[config.mk]
export PLATFORM = sky130hd
export DESIGN_NAME = mem_access_unit
export DESIGN_NICKNAME = d
export VERILOG_FILES = /design/src/rtl/mem_access_unit.sv
export SDC_FILE = /design/constraint.sdc
export NUM_CORES = 1
export LEC_CHECK = 0
export BUFFER_PORTS_ARGS = -buffer_cell sky130_fd_sc_hd__buf_2
export CORE_UTILIZATION = 52
export DETAILED_ROUTE_END_ITERATION = 12
export PLACE_DENSITY_LB_ADDON = 0.25
export SYNTH_ARGS = -nofsm -noshare
export SYNTH_HDL_FRONTEND = slang
export SYNTH_SLANG_ARGS = --single-unit
[constraint.sdc]
create_clock -name clk -period 2.36 [get_ports clk]
set_input_delay 0.118 -clock clk [delete_from_list [all_inputs] [get_ports clk]]
set_output_delay 0.118 -clock clk [all_outputs]
set_load 0.01 [all_outputs]
[src/rtl/mem_access_unit.sv]
// mem_access_unit: CPU-side load/store initiator for a byte-addressed,
// little-endian 32-bit data memory. Handles one request at a time, does
// read-modify-write for byte/halfword stores, and extends load data.
//
// Handshakes: a transfer happens on a rising edge where valid and ready are
// both high. The request side is ready only in IDLE. The response is held
// stable, with resp_valid high, until the edge where resp_ready is also high.
module mem_access_unit #(
  parameter int          MEM_BYTES = 1024,
  parameter logic [31:0] ERR_DATA  = 32'hDEAD_BEEF
) (
  input  logic        clk,
  input  logic        rst_n,
  input  logic        req_valid,
  output logic        req_ready,
  input  logic        req_we,
  input  logic [1:0]  req_size,
  input  logic        req_signed,
  input  logic [31:0] req_addr,
  input  logic [31:0] req_wdata,
  output logic        resp_valid,
  input  logic        resp_ready,
  output logic [31:0] resp_rdata,
  output logic        resp_err,
  output logic [31:0] mem_addr,
  output logic [31:0] mem_wdata,
  input  logic [31:0] mem_rdata,
  output logic        mem_read_sig,
  output logic        mem_wrt_sig
);

  // Highest legal word-aligned base address.
  localparam logic [31:0] LAST_WORD = 32'(MEM_BYTES - 4);

  typedef enum logic [1:0] {
    IDLE = 2'd0,
    RD   = 2'd1,
    WR   = 2'd2,
    RESP = 2'd3
  } state_t;

  state_t state, state_n;

  // Latched request fields (only what later states still need).
  logic        we_q;
  logic [1:0]  size_q;
  logic        sgn_q;
  logic [1:0]  offs_q;
  logic [15:0] wdata_q;

  // Next values of the registered outputs.
  logic        req_ready_n;
  logic        resp_valid_n;
  logic        resp_err_n;
  logic [31:0] resp_rdata_n;
  logic [31:0] mem_addr_n;
  logic [31:0] mem_wdata_n;
  logic        mem_read_n;
  logic        mem_wrt_n;

  logic        accept;
  logic        req_err;
  logic [31:0] req_base;

  assign req_base = {req_addr[31:2], 2'b00};
  assign accept   = (state == IDLE) && req_valid && req_ready;

  // Illegal size, misalignment, or a base beyond the last word. The base
  // compare is a full 32-bit compare, so wrapped addresses are errors too.
  assign req_err = (req_size == 2'd3) ||
                   ((req_size == 2'd1) && req_addr[0]) ||
                   ((req_size == 2'd2) && (req_addr[1:0] != 2'b00)) ||
                   (req_base > LAST_WORD);

  // Pick the addressed lane out of a memory word and extend it.
  function automatic logic [31:0] load_extend(input logic [31:0] word,
                                              input logic [1:0]  size,
                                              input logic [1:0]  offs,
                                              input logic        sgn);
    logic [7:0]  b;
    logic [15:0] h;
    logic [31:0] r;
    b = word[{offs, 3'b000} +: 8];
    h = word[{offs[1], 4'b0000} +: 16];
    case (size)
      2'd0:    r = sgn ? {{24{b[7]}}, b} : {24'h0, b};
      2'd1:    r = sgn ? {{16{h[15]}}, h} : {16'h0, h};
      default: r = word;
    endcase
    return r;
  endfunction

  // Overlay the store data onto the addressed lane of the old word.
  function automatic logic [31:0] store_merge(input logic [31:0] word,
                                              input logic [1:0]  size,
                                              input logic [1:0]  offs,
                                              input logic [15:0] data);
    logic [31:0] m;
    m = word;
    if (size == 2'd0) m[{offs, 3'b000} +: 8] = data[7:0];
    else              m[{offs[1], 4'b0000} +: 16] = data;
    return m;
  endfunction

  // State, registered outputs and latched request fields.
  always_ff @(posedge clk or negedge rst_n) begin
    if (!rst_n) begin
      state        <= IDLE;
      req_ready    <= 1'b1;
      resp_valid   <= 1'b0;
      resp_err     <= 1'b0;
      resp_rdata   <= 32'h0;
      mem_addr     <= 32'h0;
      mem_wdata    <= 32'h0;
      mem_read_sig <= 1'b0;
      mem_wrt_sig  <= 1'b0;
      we_q         <= 1'b0;
      size_q       <= 2'd0;
      sgn_q        <= 1'b0;
      offs_q       <= 2'd0;
      wdata_q      <= 16'h0;
    end else begin
      state        <= state_n;
      req_ready    <= req_ready_n;
      resp_valid   <= resp_valid_n;
      resp_err     <= resp_err_n;
      resp_rdata   <= resp_rdata_n;
      mem_addr     <= mem_addr_n;
      mem_wdata    <= mem_wdata_n;
      mem_read_sig <= mem_read_n;
      mem_wrt_sig  <= mem_wrt_n;
      if (accept) begin
        we_q    <= req_we;
        size_q  <= req_size;
        sgn_q   <= req_signed;
        offs_q  <= req_addr[1:0];
        wdata_q <= req_wdata[15:0];
      end
    end
  end

  // Next-state and next-output logic. Strobes default low, so each is high
  // for exactly the one cycle spent in RD or WR. The word read during RD is
  // captured at the end of that cycle directly into mem_wdata (merged, for
  // sub-word stores) or resp_rdata (extended, for loads).
  always_comb begin
    state_n      = state;
    req_ready_n  = req_ready;
    resp_valid_n = resp_valid;
    resp_err_n   = resp_err;
    resp_rdata_n = resp_rdata;
    mem_addr_n   = mem_addr;
    mem_wdata_n  = mem_wdata;
    mem_read_n   = 1'b0;
    mem_wrt_n    = 1'b0;
    case (state)
      IDLE: begin
        if (accept) begin
          req_ready_n = 1'b0;
          mem_addr_n  = req_base;
          if (req_err) begin
            state_n      = RESP;
            resp_valid_n = 1'b1;
            resp_err_n   = 1'b1;
            resp_rdata_n = ERR_DATA;
          end else if (req_we && (req_size == 2'd2)) begin
            state_n     = WR;
            mem_wrt_n   = 1'b1;
            mem_wdata_n = req_wdata;
          end else begin
            state_n    = RD;
            mem_read_n = 1'b1;
          end
        end
      end
      RD: begin
        if (we_q) begin
          state_n     = WR;
          mem_wrt_n   = 1'b1;
          mem_wdata_n = store_merge(mem_rdata, size_q, offs_q, wdata_q);
        end else begin
          state_n      = RESP;
          resp_valid_n = 1'b1;
          resp_err_n   = 1'b0;
          resp_rdata_n = load_extend(mem_rdata, size_q, offs_q, sgn_q);
        end
      end
      WR: begin
        state_n      = RESP;
        resp_valid_n = 1'b1;
        resp_err_n   = 1'b0;
        resp_rdata_n = 32'h0;
      end
      RESP: begin
        if (resp_ready) begin
          state_n      = IDLE;
          resp_valid_n = 1'b0;
          req_ready_n  = 1'b1;
        end
      end
      default: state_n = IDLE;
    endcase
  end

endmodule

==> results of run 1 <==
## power by group through the flow
stage | Clock [mW] | Sequential [mW] | Combinational [mW]
after floorplan | 0 | 4.11 | 3.85
after global placement | 0 | 3.80 | 6.00
after detailed placement | 0 | 3.84 | 6.19
after CTS | 2.62 | 3.82 | 6.35
after global routing | 2.72 | 3.96 | 6.97
final | 2.60 | 3.86 | 6.45
## cell usage in the layout (no fill, tap or decap), types with 7 or more instances in the layout
cell type,n
buf_2,201
dfrtp_1,122
mux2_2,88
dlygate4sd3_1,52
o21ai_0,46
inv_1,32
a21oi_1,26
nor2_1,26
buf_4,25
o22ai_1,24
a2bb2oi_1,23
a22oi_1,19
a221oi_1,18
clkbuf_16,17
nand2_1,14
and2_1,14
mux2i_1,13
ha_1,8
nor4_1,7
mux2_1,7
## through the flow
stage	instance area, um2	TNS [ns]	util [%]	std cells
floorplan	6490	0	-	590
global placement	7740	-0.703	64.1	944
detailed placement	7740	-4.43	64.1	944
CTS	8880	0	73.7	1030
global route	8900	-1.74	73.8	1031
finish	8900	0	73.8	1031
## worst max-delay path, stage by stage
cell,delay (ns)
dlygate4sd3_1,0.54
buf_2,0.14
nor4_1,0.39
nand4_1,0.36
nor2_2,0.46
a21oi_4,0.29
mux2_2,0.35
## area by class of cell
class | instances | area [um2]
inverters | 35 | 135
clock inverters | 6 | 83.8
flip-flops and latches | 123 | 3080
repair buffers | 281 | 1760
fillers | 855 | 3160
well taps | 168 | 210
clock buffers | 26 | 509
multi-input cells | 392 | 3130
## layer usage
metal / track usage, % / vias up
li1: - / 2719
met5: 0 / -
met1: 42.1 / 2923
met3: 7.60 / 59
met2: 54.4 / 342
met4: 16.8 / 0
## state kept, by name, indices dropped and copies added, names as in the netlist
name          count
resp_valid        1
wdata_q          16
mem_wrt_sig       1
req_ready         1
resp_rdata       32
offs_q            2
mem_wdata        32
sgn_q             1
we_q              1
size_q            2
mem_read_sig      1
mem_addr         30
resp_err          1
state             2
## final timing paths
kind                                   startpoint                          to  depth (start not counted)
setup / recovery                     req_addr[12]   mem_wdata[20]$_DFFE_PN0P_                          7
min in group asynchronous                   rst_n  resp_rdata[19]$_DFFE_PN0P_                          2
hold / removal                      req_wdata[15]     wdata_q[15]$_DFFE_PN0P_                          3
setup reg to reg             state[0]$_DFFE_PN0P_   mem_wdata[20]$_DFFE_PN0P_                          7
hold reg to reg            resp_valid$_DFFE_PN0P_      resp_valid$_DFFE_PN0P_                          1
max in group asynchronous                   rst_n       req_ready$_DFFE_PN1P_                          3
## kinds of logic (layout without fill, tap and decap cells)
family / count (synthesis) / after routing / synth area share [%]
AO/OA/AOI/OAI: 189 / 191 / 20.5
adder cells (fa/ha/maj): 9 / 9 / 1.74
buffers and inverters: 77 / 348 / 5.11
flip-flops: 123 / 123 / 47.5
multiplexers: 108 / 108 / 18.5
other: 1 / 2 / 0.0578
AND/OR/NAND/NOR: 82 / 82 / 6.65
## what timing repair did
item | CTS | global route
hold endpoints to repair | 78 | 0
gates cloned | 2 | 0
buffers inserted | 0 | 1
hold buffers | 52 | 0
setup endpoints to repair | 39 | 62
gates resized for setup | 2 | 3
pin swaps | 0 | 1
==> flow_summary.ini, run 1 <==
[drt]
drt_first_pass_iters = 5
vias = 6043
routed_via_density = 5.86
dr_wl_met2_mm = 9.99
postRouteAntennaNets = 0
drc = 0
topRoutingLayerUsed = met4
m1WireLength_mm = 8.39
drtIter0Drc = 511
routed_wl_mm = 21.0
avgRoutedWirePerCell_um = 20.4
dr_wl_met3_mm = 1.85

[yosys]
syn_area_um2 = 6490
ys_ff_latch = 123
synth_area_leaders = dfrtp_1, mux2_2, o21ai_0
yosysWarnings = 0
postSynthCellCount = 589
avgSynthCellArea_um2 = 11.0
synthArstFlopShare_pct = 100
yosysMostFrequentCell = dfrtp_1
synth-edff-count = 0
ys.flop_type = dfrtp_1
ys_seq_area_share_pct = 47.5
synth_cell_types = 57
synth_top_area_share_pct = 47.1
yosysTopAreaCell = dfrtp_1
synth_common_cells = dfrtp_1, mux2_2, o21ai_0

[outcome]
status = finished clean

[min_path]
hold_class = input pin to flop

[setup_path]
end_kind = flop
crit_type = input pin to flop
crit_arrival_ns = 2.66
startpoint_type = input pin
critPathRequiredTime_ns = 2.66
regToRegSetupSlack_ns = 0.02
critPathMaxFanout = 16

[place]
numPortBuffers = 202
dp_hpwl_mm = 13.9
routabilityCongestion = 0.902
place_ws_ns = -0.143

[floorplan]
num_io_pins = 205
dieHeight_um = 114
die_w_um = 114
num_rows = 40
core_um2 = 12100
dieArea_um2 = 12900
initial_core_util_pct = 53.8

[sta]
rsz0062_at_grt = yes
period_minus_slack_ns = 2.36
fin_crit_sh_pct = 100
setup_viol = 0
slew_headroom_pct = 31.5
slew_viol_final = 0
max_freq_ghz = 0.424
timing.hold.ws_ns = 0.0162
layout_setup_ws_ns = 0.000834
finClkSkew_ns = 0.00720
worst_pin_slew_ns = 1.03
hold_viol_final = 0

[global_route]
grt_max_degree = 66
antenna_found_initial = 0
grt_remaining_overflow = 0
grt_pass1_wl_mm = 32.3
grt_use_total_pct = 33.5
grt_pass1_vias = 6071

[clocking]
cts_tree = yes
numCtsBuffers = 17
htree_levels = 4
clock-sinks = 123
cts_max_path_buffers = 2
clkLatencyLatePin_ns = 0.42
clkTransAtPathRegs_ns = 0.05
clockRootBuffer = clkbuf_16

[pwr]
power_mw = 12.9
vdd_drop_max_v = 0.000794
power_frac_clock_pct = 20.1
swShare_pct = 39.2
cellPowerDensity_nw_per_um2 = 1450
internal_power_mw = 7.85
p_leak_nw = 4.13
power_frac_comb_pct = 50.0
p_seq_share_pct = 29.9
p_sw_mw = 5.06

[layout]
layout-drive-gt1-share_pct = 42.1
syn_to_final_growth_pct = 37.2
nNetsFinal = 963
antenna_cells = 0

[job]
drv_cap = 0
(Power assumes the default switching activity.)
==> run 2: changes to the inputs <==
Settings changed: CORE_UTILIZATION 52 to 47.
Clock period 2.36 ns to 1.9 ns, I/O delays scaled along.
==> run 2 against run 1 <==
The flow now finishes with violations (setup timing); sequential cell count is the same; critical path depth grew 1; non-clock buffer count grew 49; hold slack gained 0.041 ns; first-iteration DRC count grew 23%; power grew 50%; core utilization grew 2.2 points; count of clock-buffer cells in the layout shrank 4; clock power grew 40%; cell count grew 5.3%; clock skew grew 0.00084 ns; sequential share of layout area shrank 4.2 points.
==> flow_summary.ini, run 2 (synthesized netlist as in run 1, its figures left out) <==
[floorplan]
initial_core_util_pct = 48.6
die_w_um = 119
num_rows = 42
dieHeight_um = 119
num_io_pins = 205
dieArea_um2 = 14300
core_um2 = 13300

[min_path]
hold_class = input pin to flop
min_path_cells = 4

[outcome]
status = complete, but fails checks
violations = setup timing

[layout]
reg.largest.list = mem_wdata (32), resp_rdata (32), mem_addr (30)
syn_to_final_growth_pct = 56.5
final_common_cell = buf_2
layout-drive-gt1-share_pct = 54.2
final_cell_mix = buf_2, dfrtp_1, mux2_2
fill_cells = 866
antenna_cells = 0
nNetsFinal = 1010

[sta]
setup_viol = 16
rsz0062_at_grt = yes
slew_viol_final = 0
period_minus_slack_ns = 2.05
fin_crit_sh_pct = 108
timing.hold.ws_ns = 0.0569
layout_setup_ws_ns = -0.148
slew_headroom_pct = 59.7
hold_viol_final = 0
max_freq_ghz = 0.488
finClkSkew_ns = 0.00804
worst_pin_slew_ns = 0.605

[clocking]
htree_levels = 4
clock-sinks = 123
numCtsBuffers = 17
cts_max_path_buffers = 2
clkTransAtPathRegs_ns = 0.06
cts_tree = yes
clockRootBuffer = clkbuf_16
clkLatencyLatePin_ns = 0.42

[drt]
drc = 0
vias = 6572
routed_wl_mm = 24.0
routed_via_density = 6.05
avgRoutedWirePerCell_um = 22.1
drtIter0Drc = 626
drt_first_pass_iters = 5
postRouteAntennaNets = 0

[setup_path]
path_depth = 8
reg2regPathDepth = 8
regToRegSetupSlack_ns = -0.15
worstSetupStartpoint = offs_q[0]$_DFFE_PN0P_
cp_slowest_cell = dfrtp_2
critPathMaxFanout = 16
path_delay_family = buffers and inverters
critPathBufInv = 3
crit_path_frequent_cell = buf_4
end_kind = flop
r2r_end = resp_rdata[5]$_DFFE_PN0P_
startpoint_type = flop
worstSetupEndpoint = resp_rdata[5]$_DFFE_PN0P_
worstReg2RegStart = offs_q[0]$_DFFE_PN0P_
crit_arrival_ns = 2.35
critPathRequiredTime_ns = 2.20
crit_type = flop to flop
crit_path_cell_trace = buf_6 > buf_4 > nor2b_1 > buf_4 > mux2i_1 > a22oi_2 > o221ai_2 > a2bb2oi_2
slowest_delay_ns = 0.39

[pwr]
cellPowerDensity_nw_per_um2 = 1910
vdd_drop_max_v = 0.000987
p_leak_nw = 4.61

[place]
dp_hpwl_mm = 14.7
routabilityCongestion = 0.951
numPortBuffers = 202
place_ws_ns = -0.181

[job]
drv_cap = 0

[global_route]
grt_pass1_vias = 6185
grt_max_degree = 60
grt_pass1_wl_mm = 33.2
antenna_found_initial = 0
grt_remaining_overflow = 0
grt_use_total_pct = 30.8
==> run 2: worst min path at each step <==
stage	from	to
final	req_wdata[19]	mem_wdata[19]$_DFFE_PN0P_
after global routing	mem_rdata[20]	resp_rdata[20]$_DFFE_PN0P_
after CTS	req_valid	req_ready$_DFFE_PN1P_
after detailed placement	rst_n	resp_rdata[29]$_DFFE_PN0P_
after global placement	rst_n	resp_rdata[8]$_DFFE_PN0P_
after floorplan	rst_n	mem_addr[10]$_DFFE_PN0P_
==> run 2: what timing repair did <==
action,in CTS,in global routing
pin swaps,5,44
setup buffers,3,16
gates resized for setup,27,114
hold endpoints to repair,93,0
hold buffers,54,0
cloned,2,4
setup endpoints to repair,108,66
==> run 2: metal layers <==
layer / GRT usage [%] / part of all wire (%) / up-vias
li1: - / - / 2815
met3: 7.09 / 9.2 / 116
met4: 14.2 / 4.9 / 0
met2: 49.4 / 48 / 443
met1: 39.4 / 38 / 3198
met5: 0 / 0 / -
==> run 2: area by class of cell <==
class                   count  area [um2]  area share, %
multi-input cells         390        3700           36.5
flip-flops and latches    123        3080           30.4
repair buffers            330        2330           22.9
clock buffers              22         484           4.77
well taps                 176         220           2.17
clock inverters            10         186           1.84
inverters                  35         141           1.39
==> run 2: power breakdown <==
part | switching, mW | internal, mW | leakage, nW
Combinational | 5.29 | 5.35 | 2.83
Clock | 1.18 | 2.47 | 0.319
Sequential | 1.12 | 3.94 | 1.46
==> run 2: worst min-delay path: stages <==
cell	delay [ns]
buf_2	0.08
nor2_1	0.03
a21oi_1	0.10
mux2_2	0.15
==> run 2: stage by stage <==
stage / instance area [um2] / instances / util [%] / setup TNS [ns] / power (mW)
2_1_floorplan: 6530 / 590 / - / -0.593 / 10.0
3_3_place_gp: 8050 / 981 / 60.3 / -5.23 / 12.8
3_5_place_dp: 8050 / 981 / 60.3 / -10.97 / 13.1
4_1_cts: 9460 / 1072 / 70.9 / -0.0528 / 17.2
5_1_grt: 10100 / 1086 / 76.0 / -3.41 / 20.2
6_report: 10100 / 1086 / 76.0 / -0.724 / 19.3
